===== src/rtl/or_gate_pkg.sv =====
// Shared defaults for the registered OR cell used in the match datapath.
package or_gate_pkg;
   localparam int DEF_WIDTH = 1;
   localparam int DEF_CNT_W = 16;
endpackage


===== src/rtl/or_gate.sv =====
// Registered bitwise OR with a reduction flag, per-bit rise pulses and a
// saturating count of cycles in which any output bit rose.
module or_gate
   import or_gate_pkg::*;
#(
   parameter int WIDTH = DEF_WIDTH,
   parameter int CNT_W = DEF_CNT_W
) (
   input  logic             clk,
   input  logic             rst,
   input  logic [WIDTH-1:0] a,
   input  logic [WIDTH-1:0] b,
   input  logic             cnt_clr,
   output logic [WIDTH-1:0] c,
   output logic             c_any,
   output logic [WIDTH-1:0] c_rise,
   output logic [CNT_W-1:0] rise_cnt
);

   localparam logic [CNT_W-1:0] CNT_MAX = '1;

   logic [WIDTH-1:0] or_next;
   logic [WIDTH-1:0] rise_next;
   logic             any_rise;
   logic [WIDTH-1:0] c_reg;
   logic [WIDTH-1:0] c_rise_reg;
   logic             c_any_reg;
   logic [CNT_W-1:0] rise_cnt_reg;

   // c_reg doubles as the previous-value register for edge detection.
   for (genvar gi = 0; gi < WIDTH; gi++) begin : g_bit
      assign or_next[gi]   = a[gi] | b[gi];
      assign rise_next[gi] = or_next[gi] & ~c_reg[gi];
   end

   assign any_rise = |rise_next;

   always_ff @(posedge clk or posedge rst) begin
      if (rst) begin
         c_reg        <= '0;
         c_any_reg    <= 1'b0;
         c_rise_reg   <= '0;
         rise_cnt_reg <= '0;
      end else begin
         c_reg      <= or_next;
         c_any_reg  <= |or_next;
         c_rise_reg <= rise_next;
         // Clear wins over a coincident rise; the count sticks at all-ones.
         if (cnt_clr) begin
            rise_cnt_reg <= '0;
         end else if (any_rise && (rise_cnt_reg != CNT_MAX)) begin
            rise_cnt_reg <= rise_cnt_reg + 1'b1;
         end
      end
   end

   assign c        = c_reg;
   assign c_any    = c_any_reg;
   assign c_rise   = c_rise_reg;
   assign rise_cnt = rise_cnt_reg;

endmodule


===== config.mk =====
export PLATFORM = sky130hd
export DESIGN_NAME = or_gate
export DESIGN_NICKNAME = d
export VERILOG_FILES = /design/src/rtl/or_gate_pkg.sv /design/src/rtl/or_gate.sv
export SDC_FILE = /design/constraint.sdc
export NUM_CORES = 1
export LEC_CHECK = 0
export CAP_MARGIN = 5
export CORE_ASPECT_RATIO = 0.9
export CORE_MARGIN = 1
export CORE_UTILIZATION = 34
export DETAILED_ROUTE_END_ITERATION = 7
export DONT_BUFFER_PORTS = 1
export GPL_TIMING_DRIVEN = 0
export PLACE_DENSITY = 0.48
export SYNTH_ARGS = -nofsm -noshare
export SYNTH_HDL_FRONTEND = slang
export SYNTH_SLANG_ARGS = --single-unit

===== constraint.sdc =====
create_clock -name clk -period 2.1 [get_ports clk]
set_input_delay 0.315 -clock clk [delete_from_list [all_inputs] [get_ports clk]]
set_output_delay 0.315 -clock clk [all_outputs]
set_load 0.01 [all_outputs]

==> results of run 1 <==
-- power groups by stage --
| stage | logic (mW) | registers (mW) | clock network [mW] |
|---|---|---|---|
| after floorplan | 0.0249 | 0.362 | 0 |
| after global placement | 0.0306 | 0.363 | 0 |
| after detailed placement | 0.0323 | 0.363 | 0 |
| after CTS | 0.0322 | 0.356 | 0.186 |
| after global routing | 0.0348 | 0.357 | 0.205 |
| final | 0.0309 | 0.356 | 0.177 |
-- cell families after synthesis --
| group | Yosys count | share of synthesized area |
|---|---|---|
| buf+inv | 8 | 0.0435 |
| simple gates | 43 | 0.301 |
| flops | 18 | 0.435 |
| compound gates | 30 | 0.184 |
| fa+ha+maj | 1 | 0.0121 |
| mux | 2 | 0.0242 |
-- area by class of cell --
type	count	area, sq um
fill	297	1710
multi-input combinational	76	539
sequential	18	450
tap	40	50.0
buffer	5	33.8
clock buffer	3	22.5
inverter	3	11.3
-- worst max-delay path by stage --
stage | from | end | slack, ns
after floorplan | rise_cnt[0] | rise_cnt[3] | 0.44
after global placement | rise_cnt[0] | rise_cnt[0] | 0.26
after detailed placement | rise_cnt[3] | rise_cnt[0] | 0.22
after CTS | rise_cnt[3] | rise_cnt[0] | 0.21
after global routing | rise_cnt[0] | rise_cnt[7] | 0.05
final | rise_cnt[3] | rise_cnt[0] | 0.22
-- cells in the mapped netlist (2+ instances only) --
library cell / count / share of area
nor2_1: 4 / 0.015
nand2_1: 5 / 0.018
or4_1: 7 / 0.051
or3_1: 5 / 0.030
a21oi_1: 11 / 0.053
nand2b_1: 2 / 0.012
a21oi_2: 3 / 0.025
nand4_2: 3 / 0.036
nand4_1: 2 / 0.012
nand3_1: 4 / 0.019
inv_1: 3 / 0.011
o31ai_1: 8 / 0.058
o21ai_1: 4 / 0.019
buf_4: 2 / 0.015
dfrtp_1: 18 / 0.44
and3_1: 2 / 0.012
o21ai_0: 2 / 0.0097
-- per-layer routing --
| metal | vias up | GRT usage | part of all wire |
|---|---|---|---|
| li1 | 398 | - | - |
| met3 | 2 | 0.0591 | 0.051 |
| met5 | - | 0 | 0 |
| met2 | 17 | 0.284 | 0.48 |
| met1 | 418 | 0.190 | 0.46 |
| met4 | 0 | 0.0233 | 0.0065 |
-- critical path, delay by kind of cell, from the launching register on --
family | cells | cell delay, ns
DFF | 1 | 0.56
muxes | 1 | 0.31
and+or+nand+nor | 3 | 0.91
-- per-stage QoR --
| step | total power, mW | setup WS [ns] | instances |
|---|---|---|---|
| CTS | 0.574 | 0.210 | 145 |
| global placement | 0.393 | 0.259 | 142 |
| floorplan | 0.387 | 0.437 | 102 |
| finish | 0.564 | 0.217 | 145 |
| global route | 0.597 | 0.0488 | 145 |
| detailed placement | 0.395 | 0.216 | 142 |
==> metrics.txt, run 1 <==
Die X=60.2 microns; critical path, cell by cell=nand4_2 -> nor4_4 -> nor2b_2 -> mux2_4; # hold bufs at CTS=0; Slew Limit Fails=0; row count=18; R2R Path Start=rise_cnt[3]; CP Class=flop to flop; switching pwr=about 0.14 mW; min Tclk post-route=~1.9 ns; Min Hold Slack=slightly below 0.006 ns; startpoint types=flop; Via Count=approximately 840; Most used DFF post-synth=dfrtp_1; maximum VDD drop=0.174 mV; post_cts resized=0; DIE AREA=roughly 0.0033 sq mm; Worst-Margin Slew=0.711 ns; vias in the first global route=approximately 820; Worst path slowest cell=nor4_4; Nets=113; Clock Skews=around 0.0016 ns; Clk pwr share=0.314; clock slew at reported path FFs=0.10 ns; wirelength, routed=between 2000 and 2500 microns; I/O pin cnt=24; number of synthesized flops with an enable pin=0; htree depth=1; hold crit path type=input port to async pin; global placement routability congestion=~0.7; TritonCTS clock tree=built; Pwr Density=roughly 510 mW/mm^2; reg-to-reg slack, setup=0.22 ns; r2r worst-path depth=4; arrival time at the worst endpoint=2.07 ns; latest clock arrival within the worst-skew pair=~0.29 ns; synth unique cells=34; Longest Clk Path Bufs=2; Wirelength per Cell=15.8 microns; share of flip-flops with an asynchronous set or reset=1.00; Worst setup EP type=flop; Mapped Area=0.00103 sq mm; Root Buffer=clkbuf_4; fin crit share=0.897; CP required=between 2 and 2.5 ns; HPWL after detailed placement=1650 microns; most frequent cells in the layout=dfrtp_1, a21oi_1, o31ai_1, or4_1; CP Max Fanout=8; Initial Util=0.368; max FFs per register=16; Avg Cell Area, Syn=about 10 sq um; layout cell share with drive strength beyond 1=0.190; largest net degree at the start of global routing=19; Max Cap Violations=0; final hold vios=0; final core occ=0.393; Post-DP Area=between 0.001 and 0.0015 sq mm; total CTS buffers=3; Area growth, synth to finish=7.01%; Sum Neg Setup Slack=0 ns; Syn Nets=between 100 and 150; Seq/Total Area, Yosys=0.435; RSZ-0062 raised after global routing=no; Global Route Usage Sum=0.161; first-pass GRT wire length=roughly 3900 microns; DR pass1 iterations=4; most common cell after layout, fill and taps aside=dfrtp_1; Pint=about 0.43 mW; Sink Count=18; ANT cells=0; Mapped Cells=roughly 100; sw frac=0.241; CP max stage delay=roughly 0.57 ns; final instance area=roughly 0.0011 sq mm; Yosys reg bits=18; total gr overflow=0; Routed Antenna Nets=0; post-CTS setup buffers=0; Detailed Route Iter0 Violations=16; outcome=finished, final reports clean; r2r endpoint=rise_cnt[0]; Slew headroom=0.525; Synth Warn #=0; DR DRC count=0; Static Leakage=0.448 nW; initial antenna violation count=0; Comb power frac=0.055; CORE AREA=~0.0028 sq mm; routed vias/inst=about 5.8; endpoints failing setup=0; Fmax=531 MHz; die height=~54 microns; port buffer count=0; Sequential Power Share=0.631
(Power assumes the default switching activity.)
==> run 2, diff against run 1 <==
SETUP_SLACK_MARGIN = 0.3   (was unset)
==> run 2 against run 1 <==
Count of clock-buffer cells in the layout unchanged. Largest cell class unchanged. Via count is 1.6% higher. Sequential cell count unchanged. Utilization up 1.8 points. Non-clock buffer count is 2 higher. Power increased by 0.93%. Fmax increased by 7.7%. Critical endpoint is now rise_cnt[4].
==> metrics.txt, run 2 (same netlist as run 1, synthesis figures left out) <==
outcome=finished, final reports clean (unchanged); routed vias/inst=5.77 (was 5.76); Longest Clk Path Bufs=2 (unchanged); endpoints failing setup=0 (unchanged); Slew Limit Fails=0 (unchanged); CP Class=flop to flop (unchanged); met3 Resource Use GR=0.0591 (unchanged); hold crit path type=input port to async pin (unchanged); Post-DP Area=0.00108 sq mm (unchanged); vias in the first global route=825 (was 821); most frequent cells in the layout=dfrtp_1, a21oi_1, o31ai_1, dfrtp_2 (was dfrtp_1, a21oi_1, o31ai_1, or4_1); HPWL after detailed placement=1650 microns (unchanged); Initial Util=0.368 (unchanged); latest clock arrival within the worst-skew pair=0.30 ns (was 0.29 ns); met1 GRT Util=0.192 (was 0.190); Static Leakage=0.448 nW (about the same); r2r worst-path depth=6 (was 4); CP Max Fanout=6 (was 8); Die X=60.2 microns (unchanged); htree depth=1 (unchanged); grt peak-use layer=met2 (unchanged); Global Route Usage Sum=0.161 (about the same); layout cell share with drive strength beyond 1=0.318 (was 0.190); Max Cap Violations=0 (unchanged); arrival time at the worst endpoint=1.98 ns (was 2.07 ns); fin crit share=0.833 (was 0.897); startpoint types=flop (unchanged); Post-Layout Cell Count=147 (was 145); ANT cells=0 (unchanged); total gr overflow=0 (unchanged); Fmax=572 MHz (was 531 MHz); Root Buffer=clkbuf_4 (unchanged); Sink Count=18 (unchanged); Wirelength per Cell=16.0 microns (was 15.8 microns); global placement routability congestion=0.700 (unchanged); min Tclk post-route=1.75 ns (was 1.88 ns); Nets=115 (was 113); final core occ=0.411 (was 0.393); Worst setup EP type=flop (unchanged); DR DRC count=0 (unchanged); largest net degree at the start of global routing=19 (unchanged); Slew headroom=0.528 (was 0.525); Sum Neg Setup Slack=0 ns (unchanged); CP required=2.33 ns (was 2.29 ns); port buffer count=0 (unchanged); Min Hold Slack=0.0000940 ns (was 0.00585 ns); DR pass1 iterations=2 (was 4); Routed Antenna Nets=0 (unchanged); RSZ-0062 raised after global routing=yes (was no); most common cell after layout, fill and taps aside=dfrtp_1 (unchanged); Via Count=848 (was 835); I/O pin cnt=24 (unchanged); die height=54.3 microns (unchanged); final worst setup slack=0.351 ns (was 0.217 ns); total CTS buffers=3 (unchanged); Worst-Margin Slew=0.708 ns (was 0.711 ns); row count=18 (unchanged); final hold vios=0 (unchanged); TritonCTS clock tree=built (unchanged); Detailed Route Iter0 Violations=15 (was 16); Area growth, synth to finish=11.9% (was 7.01%); met2 Use GR=0.284 (unchanged); wirelength, routed=2350 microns (was 2290 microns); pre-CTS setup slack=0.216 ns (unchanged); clock slew at reported path FFs=0.11 ns (was 0.10 ns); final instance area=0.00116 sq mm (was 0.00111 sq mm); DIE AREA=0.00327 sq mm (unchanged); initial antenna violation count=0 (unchanged); max FFs per register=16 (unchanged); Pwr Density=492 mW/mm^2 (was 510 mW/mm^2); CORE AREA=0.00282 sq mm (unchanged); Clock Skews=0.00283 ns (was 0.00161 ns); DP Cell Count=142 (unchanged); total power=0.570 mW (was 0.564 mW); first-pass GRT wire length=3870 microns (was 3860 microns); maximum VDD drop=0.174 mV (about the same)
run 2: worst paths after layout:
path                               end         from  slack, ns
setup reg to reg           rise_cnt[4]  rise_cnt[0]       0.35
max in group asynchronous  rise_cnt[4]          rst       1.60
setup / recovery           rise_cnt[4]  rise_cnt[0]       0.35
hold reg to reg            rise_cnt[9]  rise_cnt[9]       0.65
hold / removal                   c_any          rst    0.00009
min in group clk                 c_any            a       0.12
run 2: power by group:
| part | switching (mW) | internal (mW) | leakage, nW |
|---|---|---|---|
| clock | 0.113 | 0.0669 | 0.0138 |
| combinational | 0.0203 | 0.0116 | 0.199 |
| sequential | 0.00676 | 0.351 | 0.235 |
run 2: cell type report:
cell class / instances / area (sq um)
fillers: 291 / 1660
multi-input cells: 76 / 566
flip-flops and latches: 18 / 459
well taps: 40 / 50.0
plain buffers: 5 / 33.8
clock buffers: 3 / 22.5
repair buffers: 2 / 15.0
inverters: 3 / 11.3
run 2: worst max-delay path, cell delays in order (launching register included):
cell     delay [ns]
dfrtp_2        0.48
ha_4           0.19
nand4_1        0.16
nor4_4         0.08
buf_4          0.15
or4_4          0.47
a21oi_2        0.14
run 2: layer usage:
layer | share of wire | wire length (microns)
met4 | 0.0064 | 15
met2 | 0.47 | 1110
met5 | 0 | 0
met1 | 0.47 | 1100
met3 | 0.049 | 115
run 2: timing repair:
item	4_1_cts	5_1_grt
setup endpoints to repair	9	12
pin swaps	1	1
resized for setup	2	11
buffers inserted	2	0
hold buffers	0	0
==> run 3, diff against run 2 <==
PLACE_DENSITY = 0.5   (was 0.48)
clock period = 1.5 ns   (was 2.1 ns; I/O delays follow)
==> run 3 against run 2 <==
Critical path type unchanged. Critical endpoint is now rise_cnt[7]. Cell count rose by 6.1%. The flow now finishes with violations (negative setup slack). Largest power group unchanged. Count of clock-buffer cells in the layout did not move. Sequential cell count stayed put.
==> metrics.txt, run 3 (same netlist as run 1, synthesis figures left out) <==
outcome=finished, violations left (was finished, final reports clean); failing checks=negative setup slack; Pwr Density=606 mW/mm^2 (was 492 mW/mm^2); Worst setup EP type=flop (unchanged); critical path, cell by cell=ha_4 -> nand4_1 -> nor4_4 -> buf_6 -> buf_6 -> or4_4 -> a21oi_2 (was ha_4 -> nand4_1 -> nor4_4 -> buf_4 -> or4_4 -> a21oi_2); wirelength, routed=2510 microns (was 2350 microns); global placement routability congestion=0.673 (was 0.700); Max Cap Violations=0 (unchanged); Hold Crit Depth=1; initial antenna violation count=0 (unchanged); Global Route Usage Sum=0.172 (was 0.161); min-delay src=a; Detailed Route Iter0 Violations=24 (was 15); total gr overflow=0 (unchanged); Initial Util=0.368 (unchanged); I/O pin cnt=24 (unchanged); DR DRC count=0 (unchanged); endpoints failing setup=15 (was 0); WP buf/inv=2 (was 1); TritonCTS clock tree=built (unchanged); Worst path slowest cell=dfrtp_2 (unchanged); cell family with most CP delay=simple AND/OR/NAND/NOR gates (unchanged); Worst-Margin Slew=0.706 ns (was 0.708 ns); layout cell share with drive strength beyond 1=0.431 (was 0.318); HPWL after detailed placement=1630 microns (was 1650 microns); Slew headroom=0.528 (about the same); total power=0.797 mW (was 0.570 mW); Clock Skews=0.00161 ns (was 0.00283 ns); pre-CTS setup slack=-0.348 ns (was 0.216 ns); startpoint types=flop (unchanged); arrival time at the worst endpoint=2.04 ns (was 1.98 ns); Static Leakage=0.531 nW (was 0.448 nW); ANT cells=0 (unchanged); R2R Path Start=rise_cnt[0] (unchanged); latest clock arrival within the worst-skew pair=0.29 ns (was 0.30 ns); r2r endpoint=rise_cnt[7] (was rise_cnt[4]); Slew Limit Fails=0 (unchanged); port buffer count=0 (unchanged); Routed Antenna Nets=0 (unchanged); Sink Count=18 (unchanged); maximum VDD drop=0.325 mV (was 0.174 mV); fin crit share=1.21 (was 0.833); most frequent cells in the layout=dfrtp_1, a21oi_1, buf_4, dfrtp_2, o31ai_1 (was dfrtp_1, a21oi_1, o31ai_1, dfrtp_2); Root Buffer=clkbuf_4 (unchanged); CORE AREA=0.00282 sq mm (unchanged); max FFs per register=16 (unchanged); final hold vios=0 (unchanged); first-pass GRT wire length=4080 microns (was 3870 microns); CP required=1.73 ns (was 2.33 ns); Die X=60.2 microns (unchanged); min Tclk post-route=1.81 ns (was 1.75 ns); Wirelength per Cell=16.1 microns (was 16.0 microns); routed vias/inst=5.67 (was 5.77); Fmax=553 MHz (was 572 MHz); final worst setup slack=-0.309 ns (was 0.351 ns); Longest Clk Path Bufs=2 (unchanged); Nets=124 (was 115); die height=54.3 microns (unchanged); Worst Hold Path EP=c_any; r2r worst-path depth=7 (was 6); clock slew at reported path FFs=0.10 ns (was 0.11 ns); total CTS buffers=3 (unchanged); Via Count=884 (was 848); largest net degree at the start of global routing=19 (unchanged); DR pass1 iterations=4 (was 2); row count=18 (unchanged); CP most frequent cell=buf_6; reg-to-reg slack, setup=-0.31 ns (was 0.35 ns); CP max stage delay=0.48 ns (about the same); DIE AREA=0.00327 sq mm (unchanged); most common cell after layout, fill and taps aside=dfrtp_1 (unchanged); RSZ-0062 raised after global routing=yes (unchanged); CP Max Fanout=5 (was 6); CP Class=flop to flop (unchanged); vias in the first global route=860 (was 825); Area growth, synth to finish=27.1% (was 11.9%); htree depth=1 (unchanged); hold crit path type=input port to flop (was input port to async pin)
run 3: cell count changes in the layout (fill, tap and decap cells not counted), moves of 2 or more:
cell,delta
buf_4,+4
nand4_4,+2
buf_6,+2
nand4_2,-2
or3_4,+2
run 3: report_power, final:
part	leakage [nW]	internal [mW]	total (mW)	switching, mW
logic	0.284	0.0199	0.0502	0.0304
registers	0.233	0.491	0.500	0.00931
clock network	0.0138	0.0935	0.246	0.153
run 3: worst max path at each step:
stage / startpoint / endpoint / slack, ns / depth (start not counted)
floorplan: rise_cnt[1] / rise_cnt[3] / -0.12 / 6
global placement: rise_cnt[0] / rise_cnt[0] / -0.35 / 5
detailed placement: rise_cnt[3] / rise_cnt[0] / -0.35 / 4
CTS: rise_cnt[0] / rise_cnt[4] / -0.30 / 7
global route: rise_cnt[0] / rise_cnt[7] / -0.36 / 7
finish: rise_cnt[0] / rise_cnt[7] / -0.31 / 7
run 3: metrics by stage:
stage	cell area, sq um	hold slack (ns)	setup TNS, ns	instances	utilization
after floorplan	1050	0.164	-0.533	102	-
after global placement	1100	0.269	-3.58	142	0.391
after detailed placement	1100	0.276	-3.78	142	0.391
after CTS	1220	0.0244	-2.70	151	0.435
after global routing	1320	0.0103	-4.15	156	0.467
final	1320	0.0336	-2.96	156	0.467
run 3: timing repair:
item	4_1_cts	5_1_grt
hold buffers	1	0
gates resized for setup	17	11
endpoints found under the setup margin	16	16
hold endpoints to repair	18	0
cloned	0	1
pin swaps	8	6
buffers inserted	5	4
run 3: routing by layer:
metal  up-vias  track usage  routed length, microns
met5         -            0                       0
met4         0       0.0233                      10
met3         2       0.0591                     151
met2        23        0.295                    1300
met1       445        0.212                    1050
li1        414            -                       -
run 3: final cells by class:
| class | instances | area, sq um |
|---|---|---|
| fillers | 264 | 1500 |
| flip-flops and latches | 18 | 460 |
| inverters | 3 | 11.3 |
| plain buffers | 5 | 41.3 |
| multi-input cells | 76 | 619 |
| repair buffers | 11 | 110 |
| clock buffers | 3 | 22.5 |
| well taps | 40 | 50.0 |
